## src/rtl/hidden_layer_mac.sv

```systemverilog
// Hidden-layer forward-pass engine: for every hidden node, multiply-accumulate all
// input pixels against that node's weights, activate, and write one byte to the hidden RAM.
module hidden_layer_mac #(
    parameter int NUM_INPUTS = 784,
    parameter int NUM_HIDDEN = 32,
    parameter int ACC_W      = 26,
    parameter int SHIFT      = 7
) (
    input  logic                                      clk,
    input  logic                                      rst,
    input  logic                                      start,
    output logic [$clog2(NUM_INPUTS)-1:0]             in_addr,
    input  logic [7:0]                                in_data,
    output logic [$clog2(NUM_INPUTS*NUM_HIDDEN)-1:0]  w_addr,
    input  logic [7:0]                                w_data,
    output logic                                      h_we,
    output logic [4:0]                                h_addr,
    output logic [7:0]                                h_data,
    output logic                                      busy,
    output logic                                      done,
    output logic [1:0]                                state_dbg
);

    localparam int IA_W = $clog2(NUM_INPUTS);
    localparam int WA_W = $clog2(NUM_INPUTS * NUM_HIDDEN);

    typedef enum logic [1:0] {IDLE, MAC, DRAIN, WRITE} state_t;

    state_t                  state, state_n;
    logic [4:0]              node, node_n;
    logic [IA_W-1:0]         i_n;
    logic [WA_W-1:0]         w_addr_n;
    logic                    h_we_n;
    logic [4:0]              h_addr_n;
    logic [7:0]              h_data_n;
    logic                    busy_n, done_n;
    logic                    valid;
    logic signed [16:0]      prod;
    logic signed [ACC_W-1:0] acc, acc_next, acc_shr;
    logic [7:0]              act;

    assign state_dbg = state;

    // Pixel is unsigned, so a zero sign bit is prepended before the signed multiply.
    assign prod     = $signed({1'b0, in_data}) * $signed(w_data);
    assign acc_next = valid ? acc + $signed({{(ACC_W-17){prod[16]}}, prod}) : acc;
    assign acc_shr  = acc_next >>> SHIFT;

    // Rectify, shift, saturate to 8 bits; DRAIN feeds acc_next so the last product counts.
    always_comb begin
        if (acc_next[ACC_W-1])
            act = 8'd0;
        else if (|acc_shr[ACC_W-1:8])
            act = 8'hFF;
        else
            act = acc_shr[7:0];
    end

    always_comb begin
        state_n  = state;
        node_n   = node;
        i_n      = in_addr;
        w_addr_n = w_addr;
        h_we_n   = 1'b0;
        h_addr_n = h_addr;
        h_data_n = h_data;
        busy_n   = busy;
        done_n   = 1'b0;
        case (state)
            IDLE: begin
                if (start) begin
                    state_n  = MAC;
                    node_n   = '0;
                    i_n      = '0;
                    w_addr_n = '0;
                    busy_n   = 1'b1;
                end
            end
            MAC: begin
                if (in_addr == IA_W'(NUM_INPUTS - 1)) begin
                    state_n = DRAIN;
                end else begin
                    i_n      = in_addr + 1'b1;
                    w_addr_n = w_addr + 1'b1;
                end
            end
            DRAIN: begin
                state_n  = WRITE;
                h_we_n   = 1'b1;
                h_addr_n = node;
                h_data_n = act;
            end
            WRITE: begin
                i_n = '0;
                if (node == 5'(NUM_HIDDEN - 1)) begin
                    state_n  = IDLE;
                    w_addr_n = '0;
                    busy_n   = 1'b0;
                    done_n   = 1'b1;
                end else begin
                    // Weight rows are contiguous, so the next node's row starts one past this one's end.
                    state_n  = MAC;
                    node_n   = node + 1'b1;
                    w_addr_n = w_addr + 1'b1;
                end
            end
            default: state_n = IDLE;
        endcase
    end

    always_ff @(posedge clk or posedge rst) begin
        if (rst) begin
            state   <= IDLE;
            node    <= '0;
            in_addr <= '0;
            w_addr  <= '0;
            h_we    <= 1'b0;
            h_addr  <= '0;
            h_data  <= '0;
            busy    <= 1'b0;
            done    <= 1'b0;
            valid   <= 1'b0;
            acc     <= '0;
        end else begin
            state   <= state_n;
            node    <= node_n;
            in_addr <= i_n;
            w_addr  <= w_addr_n;
            h_we    <= h_we_n;
            h_addr  <= h_addr_n;
            h_data  <= h_data_n;
            busy    <= busy_n;
            done    <= done_n;
            valid   <= (state == MAC);
            acc     <= (state == IDLE || state == WRITE) ? '0 : acc_next;
        end
    end

endmodule

```

## config.mk

```make
export PLATFORM = sky130hd
export DESIGN_NAME = hidden_layer_mac
export DESIGN_NICKNAME = d
export VERILOG_FILES = /design/src/rtl/hidden_layer_mac.sv
export SDC_FILE = /design/constraint.sdc
export NUM_CORES = 1
export LEC_CHECK = 0
export BUFFER_PORTS_ARGS = -buffer_cell sky130_fd_sc_hd__buf_4
export CAP_MARGIN = 20
export CORE_MARGIN = 2
export CORE_UTILIZATION = 66
export CTS_CLUSTER_SIZE = 40
export DETAILED_ROUTE_END_ITERATION = 10
export PLACE_DENSITY = 0.84
export SLEW_MARGIN = 20
export SYNTH_ARGS = -nofsm -noshare
export SYNTH_HDL_FRONTEND = slang
export SYNTH_SLANG_ARGS = --single-unit
```

## constraint.sdc

```tcl
create_clock -name clk -period 8.8 [get_ports clk]
set_input_delay 0.88 -clock clk [delete_from_list [all_inputs] [get_ports clk]]
set_output_delay 0.88 -clock clk [all_outputs]
set_load 0.01 [all_outputs]
```

==> out/metrics.cfg <==
[route]
viasPerCell = 5.98
vias = 5756
final_antenna_net_count = 0
remaining_drc_errors = 0
dr.first_iter.drc_count = 457
drt-total-wl_um = 16500
dr.pass1.iters = 5
wire_per_inst_um = 17.1

[global_route]
grt_max_degree = 76
grt_pass1_vias = 6094
gr-total-overflow = 0
grt_usage_pct = 30.8
grt_first_pass_wirelength_um = 28300
antenna_found_initial = 0

[timing]
min_period_ns = 6.55
drv_slew = 0
finalSetupViolCount = 0
finalHoldViolCount = 0
rsz0062_at_grt = false
setup_slack_ns = 2.25
tns_ns = 0
relSlewSlack_pct = 36.6
fin_skew_ns = 0.0156
tightest_slew_ns = 0.951
timing.final.crit_share_pct = 74.4
fmax_mhz = 153

[finish]
n_antenna_cell = 0
stdcell_area_um2 = 7830
nets = 986
drive_gt1_share_pct = 11.4
syn_to_final_growth_pct = 10.6

[job]
cap_violations = 0

[die]
chipWidth_um = 108
fp-row-count = 37
fp.coreArea_um2 = 10400
die_h_um = 108
dieArea_um2 = 11600
initial_core_util_pct = 68.3
io_pins = 62

[synth]
synthArstFlopShare_pct = 100
synth_compound_gate_area_share_pct = 12.3
synth_edf_count = 0
syn_nets = 931
synth_mux_area_share_pct = 2.49
ys_ff_latch = 75
ys_types = 57
synth_top_flop_cell = dfrtp_1
ys_warn_count = 0
yosys.area_share.simple_pct = 18.7
syn_inst = 767
synthAdderAreaFrac_pct = 31.0
synth_xor_area_share_pct = 3.66
synth_top_family_by_area = adder cells
synthesis.area_um2 = 7080
synth.avg_cell_area_um2 = 9.23
ys_seq_area_share_pct = 26.5

[worst_setup_path]
r2r_start = acc[6]
r2r_end = h_data[6]
worstPathArrival_ns = 6.76
cp-start-kind = primary input
end_kind = flip-flop
worst-r2r-cell-count = 19
critical_path_class = in2reg
worst-path-max-fanout = 14
reg2reg_slack_ns = 2.96
cp_data_required_time_ns = 9.01

[clocking]
cts_root_buf = clkbuf_8
h-tree-depth = 3
clk_path_buf_depth = 2
cts_buffers = 9
clk_transition_reported_paths_ns = 0.08
cts_resized = 0
tritoncts = done
insertion_delay_ns = 0.37
postCtsHoldBufs = 0
postCtsSetupBuffers = 0
cts.sinks = 75

[min_path]
hold_depth = 1
hold_start = h_addr[4]
holdPathEnd = h_addr[4]
hold_path_class = reg2reg

[placed_design]
io_buffer_count = 61
placed_cell_area_um2 = 7640
dp_slack_ns = 1.87
dp_hpwl_um = 12800
place_congestion = 0.907

[power]
power_density_nw_per_um2 = 309
peakVddDrop_mv = 0.249
p_leak_uw = 0.00400

[status]
status = finished clean

-- cells in the mapped netlist, types with 5 or more instances --
cell type	instances	area, µm²
fa_1	51	1020
o211ai_1	5	37.5
mux2_2	5	56.3
nand3_1	28	140
nand2_1	78	293
clkbuf_1	17	63.8
dfrtp_1	75	1880
and2_1	33	206
nor2_1	66	248
a22oi_1	9	67.6
mux2i_1	12	120
and3_1	7	43.8
o31ai_1	10	75.1
ha_1	94	1180
xor2_1	14	123
or2_2	5	31.3
a22o_1	5	43.8
a21o_1	6	45.0
nand2b_1	17	106
o21ai_0	21	105
nand4_1	5	31.3
o21a_1	6	45.0
xnor2_1	13	114
inv_1	78	293
nor3_1	12	60.1
nor2b_1	6	37.5
a211oi_1	5	37.5
a21oi_1	38	190
-- where the power goes --
group	internal, µW	switching, µW
sequential	431	75.6
combinational	665	997
clock	107	146
total	1200	1220
-- cell usage in the layout, fill, tap and decap left out, drive strengths merged, types with 6 or more instances in the layout --
master / count
o21a: 6
buf: 63
ha: 94
nand3: 28
xor2: 14
nor2: 66
mux2i: 12
fa: 51
inv: 82
clkbuf: 9
and2: 33
and3: 8
nor2b: 6
nand2: 78
a22oi: 10
o31ai: 10
xnor2: 13
a21o: 6
nor3: 12
nand2b: 17
o21ai: 21
a21oi: 39
dfrtp: 75
-- worst max-delay path by stage --
stage,startpoint,to,depth (start not counted)
2_1_floorplan,w_data[7],h_data[7],18
3_3_place_gp,w_data[7],h_data[7],18
3_5_place_dp,w_data[7],h_data[6],18
4_1_cts,w_data[7],h_data[6],18
5_1_grt,w_data[7],h_data[6],18
6_report,w_data[7],h_data[6],18
-- state kept, by name, indices dropped and copies added, names as in the netlist --
name	flops
acc	26
busy	1
done	1
h_addr	5
h_data	8
h_we	1
in_addr	10
node	5
state_dbg	2
valid	1
w_addr	15
-- area by class of cell --
cell class	instances	area (µm²)
Multi-Input combinational cell	593	4820
Fill cell	748	2540
Sequential cell	75	1880
Timing Repair Buffer	63	473
Inverter	80	300
Tap cell	136	170
Clock buffer	9	124
Clock inverter	7	58.8
-- worst max-delay path, stage by stage --
cell	delay, ns
buf_4	0.20
or2b_1	0.28
fa_1	0.51
fa_1	0.56
inv_1	0.06
fa_1	0.52
fa_1	0.58
fa_1	0.43
ha_1	0.38
nand3_1	0.13
nand2_1	0.10
o41a_1	0.47
and4_1	0.23
o21a_1	0.18
a2111oi_0	0.44
nand4b_1	0.23
nor4_4	0.41
a22oi_1	0.16
-- metal layers --
layer  track usage (%)  wire [µm]  part of all wire (%)  vias up
met1              39.2       6900                    42     2786
met5                 0          0                     0        -
li1                  -          -                     -     2726
met3              4.84        833                   5.1       52
met2              53.2       8280                    50      192
met4              11.1        454                   2.8        0
-- kinds of logic (layout without fill, tap and decap cells) --
logic type,after synthesis,in the layout
mux,17,17
compound gates,131,131
buf+inv,99,159
xor+xnor,28,28
flops,75,75
fa+ha+maj,145,145
simple gates,272,272
-- metrics by stage --
step / std cells / hold slack (ns) / power [µW] / util, %
after floorplan: 767 / 0.484 / 1710 / -
after global placement: 947 / 0.497 / 2050 / 73.7
after detailed placement: 947 / 0.500 / 2140 / 73.7
after CTS: 963 / 0.527 / 2410 / 75.5
after global routing: 963 / 0.538 / 2660 / 75.5
final: 963 / 0.522 / 2420 / 75.5
Note: power is estimated with default switching activity, not from simulation.
